### config.mk
export PLATFORM = sky130hd
export DESIGN_NAME = reg_readout_serializer
export DESIGN_NICKNAME = d
export VERILOG_FILES = /design/src/rtl/reg_readout_serializer.sv
export SDC_FILE = /design/constraint.sdc
export NUM_CORES = 1
export LEC_CHECK = 0
export CORE_MARGIN = 5
export CORE_UTILIZATION = 57
export DETAILED_ROUTE_END_ITERATION = 6
export GPL_ROUTABILITY_DRIVEN = 0
export PLACE_DENSITY = 0.85
export SLEW_MARGIN = 20
export SYNTH_ARGS = -nofsm -noshare
export SYNTH_HDL_FRONTEND = slang
export SYNTH_SLANG_ARGS = --single-unit
### constraint.sdc
create_clock -name clk -period 7 [get_ports clk]
set_input_delay 1.05 -clock clk [delete_from_list [all_inputs] [get_ports clk]]
set_output_delay 1.05 -clock clk [all_outputs]
set_load 0.02 [all_outputs]
### src/rtl/reg_readout_serializer.sv
// Snapshots a parallel register value on request and streams it out as beats
// over valid/ready, optionally followed by an XOR checksum beat.
module reg_readout_serializer #(
  parameter int DATA_W    = 64,
  parameter int BYTE_W    = 8,
  parameter int LSB_FIRST = 1,
  parameter int CKSUM     = 1
) (
  input  logic              clk,
  input  logic              rst,
  input  logic              rd_req,
  input  logic [DATA_W-1:0] d_in,
  input  logic              tx_ready,
  output logic [BYTE_W-1:0] tx_data,
  output logic              tx_valid,
  output logic              tx_last,
  output logic              busy,
  output logic              done,
  output logic              req_drop
);

  localparam int NB     = DATA_W / BYTE_W;
  localparam int NBEATS = NB + ((CKSUM != 0) ? 1 : 0);
  localparam int IDX_W  = $clog2(NBEATS + 1);

  localparam logic [IDX_W-1:0] LAST_IDX = IDX_W'(NBEATS - 1);
  localparam logic [IDX_W-1:0] NB_IDX   = IDX_W'(NB);

  localparam logic [0:0] S_IDLE = 1'b0;
  localparam logic [0:0] S_SEND = 1'b1;

  logic [0:0]        state_q, state_d;
  logic [DATA_W-1:0] shadow_q, shadow_d;
  logic [IDX_W-1:0]  idx_q, idx_d;
  logic [BYTE_W-1:0] cksum_q, cksum_d;
  logic [BYTE_W-1:0] tx_data_q, tx_data_d;
  logic              tx_last_q, tx_last_d;
  logic              done_q, done_d;
  logic              req_drop_q, req_drop_d;
  logic              xfer;

  // Index values at or beyond NB select the running checksum.
  function automatic logic [BYTE_W-1:0] beat_at(input logic [DATA_W-1:0] sh,
                                                input logic [IDX_W-1:0]  idx,
                                                input logic [BYTE_W-1:0] ck);
    logic [BYTE_W-1:0] b;
    b = ck;
    for (int i = 0; i < NB; i++) begin
      if (idx == IDX_W'(i)) begin
        if (LSB_FIRST != 0) b = sh[i*BYTE_W +: BYTE_W];
        else                b = sh[(NB-1-i)*BYTE_W +: BYTE_W];
      end
    end
    return b;
  endfunction

  assign xfer = (state_q == S_SEND) && tx_ready;

  always_comb begin
    state_d    = state_q;
    shadow_d   = shadow_q;
    idx_d      = idx_q;
    cksum_d    = cksum_q;
    done_d     = 1'b0;
    req_drop_d = 1'b0;
    case (state_q)
      S_IDLE: begin
        if (rd_req) begin
          shadow_d = d_in;
          idx_d    = '0;
          cksum_d  = '0;
          state_d  = S_SEND;
        end
      end
      S_SEND: begin
        if (rd_req) req_drop_d = 1'b1;
        if (xfer) begin
          idx_d = idx_q + IDX_W'(1);
          if (idx_q < NB_IDX) cksum_d = cksum_q ^ tx_data_q;
          if (idx_q == LAST_IDX) begin
            state_d = S_IDLE;
            idx_d   = '0;
            done_d  = 1'b1;
          end
        end
      end
      default: state_d = S_IDLE;
    endcase

    // Outputs are precomputed from next-state so they leave straight from flops.
    tx_data_d = '0;
    tx_last_d = 1'b0;
    if (state_d == S_SEND) begin
      tx_data_d = beat_at(shadow_d, idx_d, cksum_d);
      tx_last_d = (idx_d == LAST_IDX);
    end
  end

  always_ff @(posedge clk or negedge rst) begin
    if (!rst) begin
      state_q    <= S_IDLE;
      shadow_q   <= '0;
      idx_q      <= '0;
      cksum_q    <= '0;
      tx_data_q  <= '0;
      tx_last_q  <= 1'b0;
      done_q     <= 1'b0;
      req_drop_q <= 1'b0;
    end else begin
      state_q    <= state_d;
      shadow_q   <= shadow_d;
      idx_q      <= idx_d;
      cksum_q    <= cksum_d;
      tx_data_q  <= tx_data_d;
      tx_last_q  <= tx_last_d;
      done_q     <= done_d;
      req_drop_q <= req_drop_d;
    end
  end

  assign tx_data  = tx_data_q;
  assign tx_valid = (state_q == S_SEND);
  assign tx_last  = tx_last_q;
  assign busy     = (state_q == S_SEND);
  assign done     = done_q;
  assign req_drop = req_drop_q;

endmodule

==> impl_metrics.py <==
metrics = {
    "floorplanning": {
        "start_util_pct": 57.3,
        "chipWidth_um": 100,
        "core-area_um2": 8090,
        "die_y_um": 100,
        "rows": 33,
        "pin_count": 81,
        "dieArea_um2": 10000,
    },
    "synthesis": {
        "synthFlopType": "dfrtp_1",
        "ys_seq_area_share_pct": 47.5,
        "ys_async_sr_fraction_pct": 100,
        "synth_fp_nets": 616,
        "synth_cells": 546,
        "synth_area_um2": 4640,
        "synth_warnings": 0,
        "yosys.area.top_type": "dfrtp_1",
        "syn_avg_cell_area_um2": 8.50,
        "synth_edf_count": 0,
        "synth_seq_cells": 88,
        "yosysUniqueCellTypes": 54,
        "synthTopCellsByArea": "dfrtp_1 (47%), nand2_1 (18%), mux2i_1 (3.9%)",
        "yosysTopAreaCellShare_pct": 47.5,
    },
    "routing": {
        "via_count": 4061,
        "top_layer": "met4",
        "ant_nets": 0,
        "routed_via_density": 5.67,
        "drt_iter0_markers": 261,
        "drc": 0,
        "dr_wl_met2_um": 5440,
        "dr_wl_met3_um": 791,
        "postRouteWirelength_um": 11400,
        "drtPass1Iterations": 5,
        "wl_met1_um": 5050,
        "wl_per_cell_um": 15.9,
    },
    "sta": {
        "finalHoldViolations": 0,
        "tns_ns": 0,
        "final.period_utilization_pct": 59.4,
        "fin_worst_skew_ns": 0.0124,
        "setup_ws_ns": 2.84,
        "fin_crit_ns": 4.16,
        "setup_viol": 0,
        "holdWs_ns": 0.480,
        "slew_viol_final": 0,
        "tightestPinTransition_ns": 1.00,
        "rsz0062_at_grt": "false",
        "relSlewSlack_pct": 33.0,
        "fmax_mhz": 241,
    },
    "clock_tree": {
        "cts_buffer_depth": 2,
        "cts_sinks": 88,
        "post_cts_resized": 0,
        "htreeDepth": 3,
        "clock_latency_ns": 0.36,
        "clk_pin_slew_ns": 0.09,
        "root_buffer": "clkbuf_8",
        "holdBufCountCts": 0,
        "cts_setup_buffers": 0,
        "cts_tree": "yes",
        "cts_made_buffers": 9,
    },
    "critical_path": {
        "reg2reg_from": "idx_q[1]",
        "ff2ff_setup_slack_ns": 3.48,
        "crit_type": "in -> reg",
        "crit_path_end_kind": "flop",
        "ff2ff_path_depth": 9,
        "arrival_ns": 4.38,
        "setup.worst_path.start_class": "primary input",
        "critPathMaxFanout": 29,
        "r2r_end": "tx_data[2]",
        "cp.required_ns": 7.23,
    },
    "cells_and_area": {
        "drive_above_1_share_pct": 7.36,
        "area_growth_pct": 21.4,
        "diodes": 0,
        "fillers": 628,
        "fin_nets": 676,
        "design_area_um2": 5630,
    },
    "power": {
        "powerDensity_nw_per_um2": 481,
        "leakagePower_nw": 2.66,
        "vdd_drop_max_mv": 0.228,
    },
    "worst_hold_path": {
        "worstHoldPathType": "reg -> reg",
        "whs_path_depth": 2,
        "holdCritStartpoint": "shadow_q[19]",
        "min_to": "shadow_q[19]",
    },
    "flow_run": {
        "cap_viol_max_count": 0,
    },
    "grt": {
        "grt_antenna_before_repair": 0,
        "grt_pass1_wl_um": 18800,
        "groute.usage.overall_pct": 23.1,
        "first_global_vias": 3904,
        "grt-ovfl-total": 0,
        "grt_start_max_net_pins": 89,
    },
    "placed_design": {
        "dp_hpwl_um": 8110,
        "place_area_um2": 5430,
        "io_buffers": 80,
        "pre_cts_slack_ns": 2.49,
    },
    "status": {
        "outcome": "complete, no violations",
    },
}
## layout by cell type (no fill, tap or decap), types with 7 or more instances in the layout
| master | n |
|---|---|
| nand2_1 | 223 |
| dfrtp_1 | 88 |
| clkdlybuf4s50_1 | 79 |
| a21oi_1 | 18 |
| mux2i_1 | 17 |
| nor2_1 | 17 |
| nand3_1 | 16 |
| inv_1 | 14 |
| mux2_2 | 12 |
| a211oi_1 | 11 |
| o21ai_0 | 11 |
| clkbuf_8 | 9 |
| o22ai_1 | 8 |
| a22oi_1 | 7 |
## logic make-up (layout without fill, tap and decap cells)
logic type / after synthesis / in the layout / synth area share [%]
and+or+nand+nor: 274 / 274 / 23.8
AOI/OAI and AO/OA: 96 / 96 / 14.9
DFF: 88 / 88 / 47.5
buffers and inverters: 51 / 116 / 5.10
muxes: 33 / 33 / 7.85
adders and majority gates: 2 / 2 / 0.539
xor gates and xnor gates: 2 / 2 / 0.378
## stage by stage
stage                     cells  power (mW)  util, %
after floorplan             546        1.96        -
after global placement      700        2.27     67.1
after detailed placement    700        2.34     67.1
after CTS                   716        2.69     69.5
after global routing        716        2.91     69.6
final                       716        2.71     69.6
## cell usage after synthesis (3+ instances only)
cell	instances
a211oi_1	11
a21oi_1	18
a22oi_1	7
a31oi_1	6
a32oi_1	6
buf_1	8
buf_2	15
buf_4	3
clkbuf_1	6
dfrtp_1	88
inv_1	14
mux2_2	12
mux2i_1	18
nand2_1	223
nand3_1	16
nor2_1	17
nor2b_1	3
o211ai_1	6
o21ai_0	11
o21bai_1	5
o22ai_1	8
o2bb2ai_1	5
## state kept, by name, summed over array words and instances (netlist names)
name and cells:
shadow_q 64, cksum_q 8, tx_data 8, idx_q 4, busy 1, done 1
req_drop 1, tx_last 1
## report_power, final
group          switching [mW]  total [mW]  internal, mW
Sequential              0.148       0.896         0.748
Clock                   0.187       0.353         0.166
Combinational           0.863        1.46         0.595
Total                    1.20        2.71          1.51
## layout make-up
type	instances	area, µm²	share of cell area (%)
Clock buffer	10	128	2.27
Clock inverter	6	68.8	1.22
Inverter	17	63.8	1.13
Multi-Input combinational cell	407	2220	39.3
Sequential cell	88	2200	39.1
Tap cell	105	131	2.33
Timing Repair Buffer	83	825	14.6
## how the worst max path moves through the flow
| stage | endpoint | from | slack [ns] |
|---|---|---|---|
| final | tx_data[5] | rd_req | 2.84 |
| after global routing | tx_data[2] | rd_req | 2.55 |
| after CTS | tx_data[5] | rd_req | 2.87 |
| after detailed placement | tx_data[5] | rd_req | 2.49 |
| after global placement | tx_data[4] | rd_req | 2.75 |
| after floorplan | tx_data[0] | tx_ready | 4.30 |
## per-layer routing
metal  global-route usage [%]  vias up
met5                        0        -
met4                     4.97        0
met3                     5.77        7
met2                     37.0      152
met1                     31.9     1945
li1                         -     1957
## worst max-delay path: stages
cell and delay [ns]:
clkdlybuf4s50_1 1.13, mux2i_1 0.32, a21oi_1 0.23, o21a_1 0.42, clkinv_1 0.35, nor3_2 0.44, nand3_1 0.16, a32oi_1 0.22
a211oi_1 0.08
Power figures use the tool's default switching activity.
